### src/rtl/riscv_pkg.sv
// Shared encodings for the multicycle RV32I control slice: FSM states, opcodes,
// funct fields, ALU control codes and the decoded instruction class.
package riscv_pkg;

  localparam logic [2:0] ST_FETCH     = 3'd0;
  localparam logic [2:0] ST_DECODE    = 3'd1;
  localparam logic [2:0] ST_EXECUTE   = 3'd2;
  localparam logic [2:0] ST_MEM       = 3'd3;
  localparam logic [2:0] ST_WRITEBACK = 3'd4;
  localparam logic [2:0] ST_TRAP      = 3'd5;

  localparam logic [6:0] OPC_LOAD   = 7'b0000011;
  localparam logic [6:0] OPC_STORE  = 7'b0100011;
  localparam logic [6:0] OPC_OPIMM  = 7'b0010011;
  localparam logic [6:0] OPC_OP     = 7'b0110011;
  localparam logic [6:0] OPC_BRANCH = 7'b1100011;

  localparam logic [2:0] F3_ADD = 3'b000;
  localparam logic [2:0] F3_XOR = 3'b100;
  localparam logic [2:0] F3_OR  = 3'b110;
  localparam logic [2:0] F3_AND = 3'b111;
  localparam logic [2:0] F3_LW  = 3'b010;
  localparam logic [2:0] F3_BEQ = 3'b000;
  localparam logic [2:0] F3_BNE = 3'b001;

  localparam logic [6:0] F7_BASE = 7'b0000000;
  localparam logic [6:0] F7_SUB  = 7'b0100000;

  localparam logic [2:0] ALU_ADD = 3'b000;
  localparam logic [2:0] ALU_SUB = 3'b001;
  localparam logic [2:0] ALU_AND = 3'b010;
  localparam logic [2:0] ALU_OR  = 3'b011;
  localparam logic [2:0] ALU_XOR = 3'b100;

  typedef enum logic [2:0] {
    K_NOP    = 3'd0,
    K_ALU    = 3'd1,
    K_LOAD   = 3'd2,
    K_STORE  = 3'd3,
    K_BEQ    = 3'd4,
    K_BNE    = 3'd5
  } kind_e;

  // Logical-op funct3 to ALU code; arithmetic add is the fallback.
  function automatic logic [2:0] f3_to_alu(input logic [2:0] f3);
    logic [2:0] r;
    case (f3)
      F3_XOR:  r = ALU_XOR;
      F3_OR:   r = ALU_OR;
      F3_AND:  r = ALU_AND;
      default: r = ALU_ADD;
    endcase
    return r;
  endfunction

endpackage

### src/rtl/riscv_imm_decode.sv
// Combinational field, class and sign-extended immediate decode of an RV32I word.
module riscv_imm_decode
  import riscv_pkg::*;
#(
  parameter int XLEN = 32
) (
  input  logic [31:0]     ir_i,
  output logic [4:0]      rs1_o,
  output logic [4:0]      rs2_o,
  output logic [4:0]      rd_o,
  output logic [XLEN-1:0] imm_o,
  output kind_e           kind_o,
  output logic [2:0]      alu_op_o,
  output logic            b_imm_o
);

  logic [6:0] opcode_s;
  logic [2:0] funct3_s;
  logic [6:0] funct7_s;

  assign opcode_s = ir_i[6:0];
  assign funct3_s = ir_i[14:12];
  assign funct7_s = ir_i[31:25];
  assign rs1_o    = ir_i[19:15];
  assign rs2_o    = ir_i[24:20];
  assign rd_o     = ir_i[11:7];

  // Immediate format follows the opcode; everything else reads as I-type.
  always_comb begin
    imm_o = {{(XLEN-12){ir_i[31]}}, ir_i[31:20]};
    case (opcode_s)
      OPC_STORE:  imm_o = {{(XLEN-12){ir_i[31]}}, ir_i[31:25], ir_i[11:7]};
      OPC_BRANCH: imm_o = {{(XLEN-13){ir_i[31]}}, ir_i[31], ir_i[7], ir_i[30:25], ir_i[11:8], 1'b0};
      default:    imm_o = {{(XLEN-12){ir_i[31]}}, ir_i[31:20]};
    endcase
  end

  // Unsupported encodings fall through as K_NOP.
  always_comb begin
    kind_o   = K_NOP;
    alu_op_o = ALU_ADD;
    b_imm_o  = 1'b0;
    case (opcode_s)
      OPC_LOAD: begin
        if (funct3_s == F3_LW) begin
          kind_o  = K_LOAD;
          b_imm_o = 1'b1;
        end else begin
          kind_o = K_NOP;
        end
      end
      OPC_STORE: begin
        if (funct3_s == F3_LW) begin
          kind_o  = K_STORE;
          b_imm_o = 1'b1;
        end else begin
          kind_o = K_NOP;
        end
      end
      OPC_OPIMM: begin
        case (funct3_s)
          F3_ADD, F3_XOR, F3_OR, F3_AND: begin
            kind_o   = K_ALU;
            alu_op_o = f3_to_alu(funct3_s);
            b_imm_o  = 1'b1;
          end
          default: kind_o = K_NOP;
        endcase
      end
      OPC_OP: begin
        if (funct7_s == F7_BASE && (funct3_s == F3_ADD || funct3_s == F3_XOR ||
                                    funct3_s == F3_OR  || funct3_s == F3_AND)) begin
          kind_o   = K_ALU;
          alu_op_o = f3_to_alu(funct3_s);
        end else if (funct7_s == F7_SUB && funct3_s == F3_ADD) begin
          kind_o   = K_ALU;
          alu_op_o = ALU_SUB;
        end else begin
          kind_o = K_NOP;
        end
      end
      OPC_BRANCH: begin
        alu_op_o = ALU_SUB;
        case (funct3_s)
          F3_BEQ:  kind_o = K_BEQ;
          F3_BNE:  kind_o = K_BNE;
          default: begin
            kind_o   = K_NOP;
            alu_op_o = ALU_ADD;
          end
        endcase
      end
      default: kind_o = K_NOP;
    endcase
  end

endmodule

### src/rtl/riscv_multicycle_control.sv
// Multicycle RV32I control FSM with fetch/memory handshakes.
// Optional RISCV_CTRL_ILLEGAL_TRAP_EN adds a sticky trap on illegal words and memory timeout.
module riscv_multicycle_control
  import riscv_pkg::*;
#(
  parameter int XLEN        = 32,
  parameter int MEM_TIMEOUT = 15
) (
  input  logic            clk,
  input  logic            rst_n,
  input  logic            instr_valid,
  input  logic [31:0]     instr,
  output logic            instr_ready,
  output logic            mem_req,
  input  logic            mem_ack,
  input  logic            branch_taken,
  output logic [2:0]      alu_ctrl,
  output logic            alu_b_source,
  output logic            reg_write_enable,
  output logic            reg_write_source,
  output logic            data_mem_write_enable,
  output logic            pc_write,
  output logic            pc_branch,
  output logic [4:0]      rs1,
  output logic [4:0]      rs2,
  output logic [4:0]      rd,
  output logic [XLEN-1:0] immediate,
  output logic            busy,
  output logic            trap
);

  logic [2:0]      state_q, state_d;
  logic [31:0]     ir_q;
  logic [4:0]      rs1_q, rs2_q, rd_q;
  logic [XLEN-1:0] imm_q;
  kind_e           kind_q;
  logic [2:0]      alu_q;
  logic            bimm_q;

  logic [4:0]      dec_rs1_s, dec_rs2_s, dec_rd_s;
  logic [XLEN-1:0] dec_imm_s;
  kind_e           dec_kind_s;
  logic [2:0]      dec_alu_s;
  logic            dec_bimm_s;
  logic            take_s;
  logic            tmo_hit_s;

  riscv_imm_decode #(.XLEN(XLEN)) u_dec (
    .ir_i     (ir_q),
    .rs1_o    (dec_rs1_s),
    .rs2_o    (dec_rs2_s),
    .rd_o     (dec_rd_s),
    .imm_o    (dec_imm_s),
    .kind_o   (dec_kind_s),
    .alu_op_o (dec_alu_s),
    .b_imm_o  (dec_bimm_s)
  );

`ifdef RISCV_CTRL_ILLEGAL_TRAP_EN
  localparam int TW = $clog2(MEM_TIMEOUT + 1);
  logic [TW-1:0] tmo_q;

  // Counts consecutive un-acked MEM cycles; cleared outside MEM.
  always_ff @(posedge clk or negedge rst_n) begin
    if (!rst_n) begin
      tmo_q <= '0;
    end else if (state_q == ST_MEM && !mem_ack) begin
      tmo_q <= tmo_q + TW'(1);
    end else begin
      tmo_q <= '0;
    end
  end

  assign tmo_hit_s = (tmo_q == TW'(MEM_TIMEOUT - 1));
  assign trap      = (state_q == ST_TRAP);
`else
  assign tmo_hit_s = 1'b0;
  assign trap      = 1'b0;
`endif

  // State, instruction register and decoded fields (held until the next accept).
  always_ff @(posedge clk or negedge rst_n) begin
    if (!rst_n) begin
      state_q <= ST_FETCH;
      ir_q    <= 32'd0;
      rs1_q   <= 5'd0;
      rs2_q   <= 5'd0;
      rd_q    <= 5'd0;
      imm_q   <= '0;
      kind_q  <= K_NOP;
      alu_q   <= ALU_ADD;
      bimm_q  <= 1'b0;
    end else begin
      state_q <= state_d;
      if (state_q == ST_FETCH && instr_valid) begin
        ir_q <= instr;
      end
      if (state_q == ST_DECODE) begin
        rs1_q  <= dec_rs1_s;
        rs2_q  <= dec_rs2_s;
        rd_q   <= dec_rd_s;
        imm_q  <= dec_imm_s;
        kind_q <= dec_kind_s;
        alu_q  <= dec_alu_s;
        bimm_q <= dec_bimm_s;
      end
    end
  end

  // Next-state sequencing per instruction class.
  always_comb begin
    state_d = state_q;
    case (state_q)
      ST_FETCH: begin
        if (instr_valid) state_d = ST_DECODE;
        else             state_d = ST_FETCH;
      end
      ST_DECODE: begin
`ifdef RISCV_CTRL_ILLEGAL_TRAP_EN
        if (dec_kind_s == K_NOP) state_d = ST_TRAP;
        else                     state_d = ST_EXECUTE;
`else
        state_d = ST_EXECUTE;
`endif
      end
      ST_EXECUTE: begin
        case (kind_q)
          K_ALU:           state_d = ST_WRITEBACK;
          K_LOAD, K_STORE: state_d = ST_MEM;
          default:         state_d = ST_FETCH;
        endcase
      end
      ST_MEM: begin
        if (mem_ack)        state_d = (kind_q == K_LOAD) ? ST_WRITEBACK : ST_FETCH;
        else if (tmo_hit_s) state_d = ST_TRAP;
        else                state_d = ST_MEM;
      end
      ST_WRITEBACK: state_d = ST_FETCH;
      ST_TRAP:      state_d = ST_TRAP;
      default:      state_d = ST_FETCH;
    endcase
  end

  assign take_s = (kind_q == K_BEQ && branch_taken) || (kind_q == K_BNE && !branch_taken);

  // Strobes decoded from the registered state and instruction class.
  always_comb begin
    instr_ready           = (state_q == ST_FETCH);
    busy                  = (state_q != ST_FETCH);
    mem_req               = (state_q == ST_MEM);
    data_mem_write_enable = (state_q == ST_MEM) && (kind_q == K_STORE);
    reg_write_enable      = (state_q == ST_WRITEBACK) && (rd_q != 5'd0);
    reg_write_source      = (state_q == ST_WRITEBACK) && (kind_q == K_LOAD);
    alu_ctrl              = (state_q == ST_EXECUTE) ? alu_q : ALU_ADD;
    alu_b_source          = (state_q == ST_EXECUTE) && bimm_q;
    pc_write              = 1'b0;
    pc_branch             = 1'b0;
    case (state_q)
      ST_EXECUTE: begin
        if (kind_q == K_BEQ || kind_q == K_BNE) begin
          pc_branch = take_s;
          pc_write  = !take_s;
        end else if (kind_q == K_NOP) begin
          pc_write = 1'b1;
        end else begin
          pc_write = 1'b0;
        end
      end
      ST_MEM:       pc_write = mem_ack && (kind_q == K_STORE);
      ST_WRITEBACK: pc_write = 1'b1;
      default:      pc_write = 1'b0;
    endcase
  end

  assign rs1       = rs1_q;
  assign rs2       = rs2_q;
  assign rd        = rd_q;
  assign immediate = imm_q;

endmodule
### config.mk
export PLATFORM = sky130hd
export DESIGN_NAME = riscv_multicycle_control
export DESIGN_NICKNAME = d
export VERILOG_FILES = /design/src/rtl/riscv_pkg.sv /design/src/rtl/riscv_imm_decode.sv /design/src/rtl/riscv_multicycle_control.sv
export SDC_FILE = /design/constraint.sdc
export NUM_CORES = 1
export LEC_CHECK = 0
export CAP_MARGIN = 20
export CORE_MARGIN = 4
export CORE_UTILIZATION = 51
export CTS_CLUSTER_DIAMETER = 60
export DETAILED_ROUTE_END_ITERATION = 12
export PLACE_DENSITY = 0.94
export SYNTH_ARGS = -nofsm -noshare
export SYNTH_HDL_FRONTEND = slang
export SYNTH_SLANG_ARGS = --single-unit
### constraint.sdc
create_clock -name clk -period 2.67 [get_ports clk]
set_input_delay 0.267 -clock clk [delete_from_list [all_inputs] [get_ports clk]]
set_output_delay 0.267 -clock clk [all_outputs]
set_load 0.05 [all_outputs]
==> parameters.txt <==
Parameter                              Value

Logic synthesis
  Combinational family with the most area after synthesis ... simple AND/OR/NAND/NOR gates
  Multiplexer area fraction after synthesis ... 0.128
  Top cell type by total area after synthesis ... sky130_fd_sc_hd__dfrtp_1
  Xor/xnor share of the synthesized area ... 0.00532
  Async set-reset flop share out of synthesis ... 1.00
  Fraction of the mapped netlist area in adder cells ... 0
  Post-synth EDFFs ... 0
  Ys flop type ... sky130_fd_sc_hd__dfrtp_1
  Fraction of the mapped netlist area in compound gates ... 0.0569
  Synth Area in Simple Gates ... 0.206
  Library cells used by synthesis ... 51
  Number of standard cells after synthesis ... ~310
  Most used standard cell by instance count after synthesis ... sky130_fd_sc_hd__nand2_1
  Top-area cell type share of the netlist area ... 0.532
  Number of nets produced by synthesis ... 351
  Average cell area after synthesis ... between 10 and 15 sq um
  Sequential cell area fraction in the yosys report ... 0.532
  Synthesis warning total ... 0
  Cell area after synthesis ... approximately 3300 sq um
  Count of state elements after synthesis ... 70
  Leading cell types by total area after synthesis ... sky130_fd_sc_hd__dfrtp_1 (53%), sky130_fd_sc_hd__mux2_2 (11%), sky130_fd_sc_hd__nand2_1 (9.8%)
  Top cells by instance count after synthesis ... sky130_fd_sc_hd__nand2_1 (86), sky130_fd_sc_hd__dfrtp_1 (70), sky130_fd_sc_hd__mux2_2 (31)

Die
  Std cell rows ... 29
  Area of the die ... 7810 sq um
  Die height ... ~90 microns
  Die outline width ... a little under 90 microns
  Starting density of the core ... 0.522
  Placeable core region ... ~6300 sq um
  I/O Pins ... 97

Timing
  FMAX ... around 400 MHz
  Shortest clock period the worst path allows after layout ... approximately 2.5 ns
  Worst hold slack after final layout ... roughly 0.06 ns
  Setup repair after global routing missed its margin ... no
  Count of pins over their slew limit ... 0
  Period Utilization, post-route ... 0.933
  Max Clock Skew ... 0.00552 ns
  Final Setup Violations ... 0
  Accumulated negative setup slack ... 0 ns
  Least-Margin Pin Slew ... between 0.8 and 0.9 ns
  Relative max-transition margin ... 0.424
  Final hold violation count ... 0
  Final worst slack ... 0.179 ns

CTS
  Reg clk slew, reported paths ... ~0.070 ns
  Total CTS buffers ... 9
  Clock tree from TritonCTS ... yes
  Sink Count ... 70
  CTS max path bufs ... 2
  Hold Buf Count CTS ... 0
  Clock latency on the worst-skew pair ... about 0.33 ns
  Number of post-CTS setup repair buffers ... 0
  H-tree levels ... 3
  Cell at the root of the clock tree ... sky130_fd_sc_hd__clkbuf_8

Hold path
  Worst min-delay path category ... primary input to asynchronous set/reset pin

Route
  Via count of the routed design ... between 2000 and 3000
  DR DRC count ... 0
  First-iteration detailed-routing DRC count ... 160
  First-pass iteration count of the detailed router ... 4
  Detailed Route WL ... 7390 microns
  Detail-routed via count per cell ... 5.36
  Avg WL per Cell ... approximately 16 microns
  Post-detailed-route count of antenna-violating nets ... 0

Global routing
  Pin count of the biggest net entering global routing ... between 70 and 80
  Via count of the first global-routing pass ... between 2000 and 3000
  Aggregate global-route resource usage ... 0.201
  Gr ovfl total ... 0
  Initial antenna violation count ... 0
  Wire length of the first global-routing pass ... between 10000 and 15000 microns

Place
  Placed cell count ... around 460
  Placed Instance Area ... slightly above 4000 sq um
  Minimum setup slack after placement ... about 0.37 ns
  HPWL reported at the end of detailed placement ... ~5200 microns
  Port Buf Inserts ... 95
  Routability Congestion ... around 0.9

Setup path
  Largest fanout on the critical path ... 11
  Startpoint-to-endpoint class of the critical path ... register to output port
  Slowest CP cell ... sky130_fd_sc_hd__clkdlybuf4s50_1
  Worst path required time ... between 2 and 2.5 ns
  Gate family responsible for the most delay along the worst path ... buffers and inverters
  CP cell instances ... nand2b_1, nor2_1, and2_1, clkdlybuf4s50_1
  Crit path buf inv count ... 1
  Crit path DAT ... ~2.2 ns
  Logic depth of the worst register-to-register path ... 4
  Instance count on the critical path ... 4
  Critical Path Sink Type ... output port
  Critical Path Source Type ... register
  Delay of the slowest cell on the worst path ... approximately 0.81 ns

Power
  Total power density per cell area ... approximately 470 nW/um^2
  Worst VDD drop ... approximately 0.00037 V
  Part of the total power dissipated in sequential elements ... 0.514
  Overall power ... between 2 and 2.5 mW
  Sw frac ... 0.197
  Leakage power figure ... between 2 and 2.5 nW
  Total net switching power ... between 400 and 500 uW
  P_int ... ~1.7 mW
  Portion of total power attributed to combinational logic ... 0.037
  Clock network fraction of design power ... 0.449

Finish
  Total area of sequential cells ... 1750 sq um
  Post-layout nets ... 427
  Fraction of final layout cells with drive strength greater than 1 ... 0.157
  Number of cells in the finished layout apart from fillers ... ~470
  Area grow syn2layout ... 32.2%
  Fin util ... 0.690
  # fillers ... roughly 500
  Inserted Diodes ... 0
  Multi-input gate area in the final layout ... 1310 sq um
  Post-route design area ... approximately 4400 sq um

Outcome
  Outcome ... complete, no violations

Run
  Max-cap violations ... 0
[cells by family (layout without fill, tap and decap cells)]
family,after synthesis,count (layout)
mux,38,38
buf+inv,36,117
other cells,1,1
simple gates,139,139
compound gates,28,28
xor+xnor,2,2
flops,70,70
[placed cells by master (no fill, tap or decap), types with 2 or more instances in the layout]
| cell | synthesis | routed |
|---|---|---|
| sky130_fd_sc_hd__a21oi_1 | 6 | 6 |
| sky130_fd_sc_hd__a22oi_1 | 2 | 2 |
| sky130_fd_sc_hd__and2_1 | 6 | 6 |
| sky130_fd_sc_hd__and3b_1 | 2 | 2 |
| sky130_fd_sc_hd__and4b_1 | 2 | 2 |
| sky130_fd_sc_hd__buf_4 | 20 | 6 |
| sky130_fd_sc_hd__bufinv_16 | 0 | 2 |
| sky130_fd_sc_hd__clkbuf_1 | 8 | 2 |
| sky130_fd_sc_hd__clkbuf_8 | 0 | 10 |
| sky130_fd_sc_hd__clkdlybuf4s50_1 | 0 | 90 |
| sky130_fd_sc_hd__clkinv_2 | 0 | 2 |
| sky130_fd_sc_hd__dfrtp_1 | 70 | 70 |
| sky130_fd_sc_hd__dlymetal6s2s_1 | 0 | 2 |
| sky130_fd_sc_hd__inv_1 | 2 | 2 |
| sky130_fd_sc_hd__mux2_2 | 31 | 31 |
| sky130_fd_sc_hd__mux2i_1 | 6 | 6 |
| sky130_fd_sc_hd__nand2_1 | 86 | 86 |
| sky130_fd_sc_hd__nand2b_1 | 5 | 5 |
| sky130_fd_sc_hd__nand3_1 | 3 | 3 |
| sky130_fd_sc_hd__nor2_1 | 11 | 11 |
| sky130_fd_sc_hd__nor2b_1 | 2 | 2 |
| sky130_fd_sc_hd__nor3_1 | 4 | 4 |
| sky130_fd_sc_hd__o21ai_0 | 9 | 9 |
| sky130_fd_sc_hd__or2_2 | 2 | 2 |
| sky130_fd_sc_hd__or3b_2 | 2 | 2 |
| sky130_fd_sc_hd__xor2_1 | 2 | 2 |
[area by class of cell]
class                      count  area share
sequential                    70       0.402
multi-input combinational    208       0.300
timing repair buffer          99       0.225
clock buffer                  12      0.0333
tap                           77      0.0221
clock inverter                 4      0.0161
inverter                       2     0.00172
[worst reg2reg max path: stages, from the launching register on]
cell	delay [ns]
sky130_fd_sc_hd__dfrtp_1	0.51
sky130_fd_sc_hd__nor3_2	0.26
sky130_fd_sc_hd__and2_1	0.16
sky130_fd_sc_hd__buf_4	0.38
sky130_fd_sc_hd__mux2_2	0.41
[repair_timing]
action / CTS / global route
setup endpoints to repair: 1 / 2
pin swaps: 0 / 0
resized for setup: 1 / 2
hold endpoints to repair: 0 / 0
[power groups by stage]
stage,combinational (mW),clock [mW],sequential [mW]
finish,0.0773,0.926,1.06
global placement,0.0771,0,1.08
global route,0.0850,0.994,1.06
detailed placement,0.0792,0,1.08
floorplan,0.00542,0,1.08
CTS,0.0794,0.942,1.06
[registers in the layout, indices dropped and copies added (netlist names)]
signal	cells
alu_q	3
bimm_q	1
immediate	13
ir_q	32
kind_q	3
rd	5
rs1	5
rs2	5
state_q	3
[per-layer routing]
metal,share of wire,track usage
met1,0.43,0.266
met4,0.012,0.0838
met3,0.075,0.0466
met5,0,0
met2,0.48,0.320
[path summary, 6_finish.rpt]
kind	start	end	slack, ns
min reg2reg	immediate[10]	immediate[10]	0.47
max	state_q[1]	alu_ctrl[2]	0.18
min	rst_n	kind_q[2]	0.06
max reg2reg	state_q[1]	ir_q[26]	0.84
min in group clk	immediate[10]	immediate[10]	0.47
max in group asynchronous	rst_n	ir_q[29]	2.06
(Power assumes the default switching activity.)
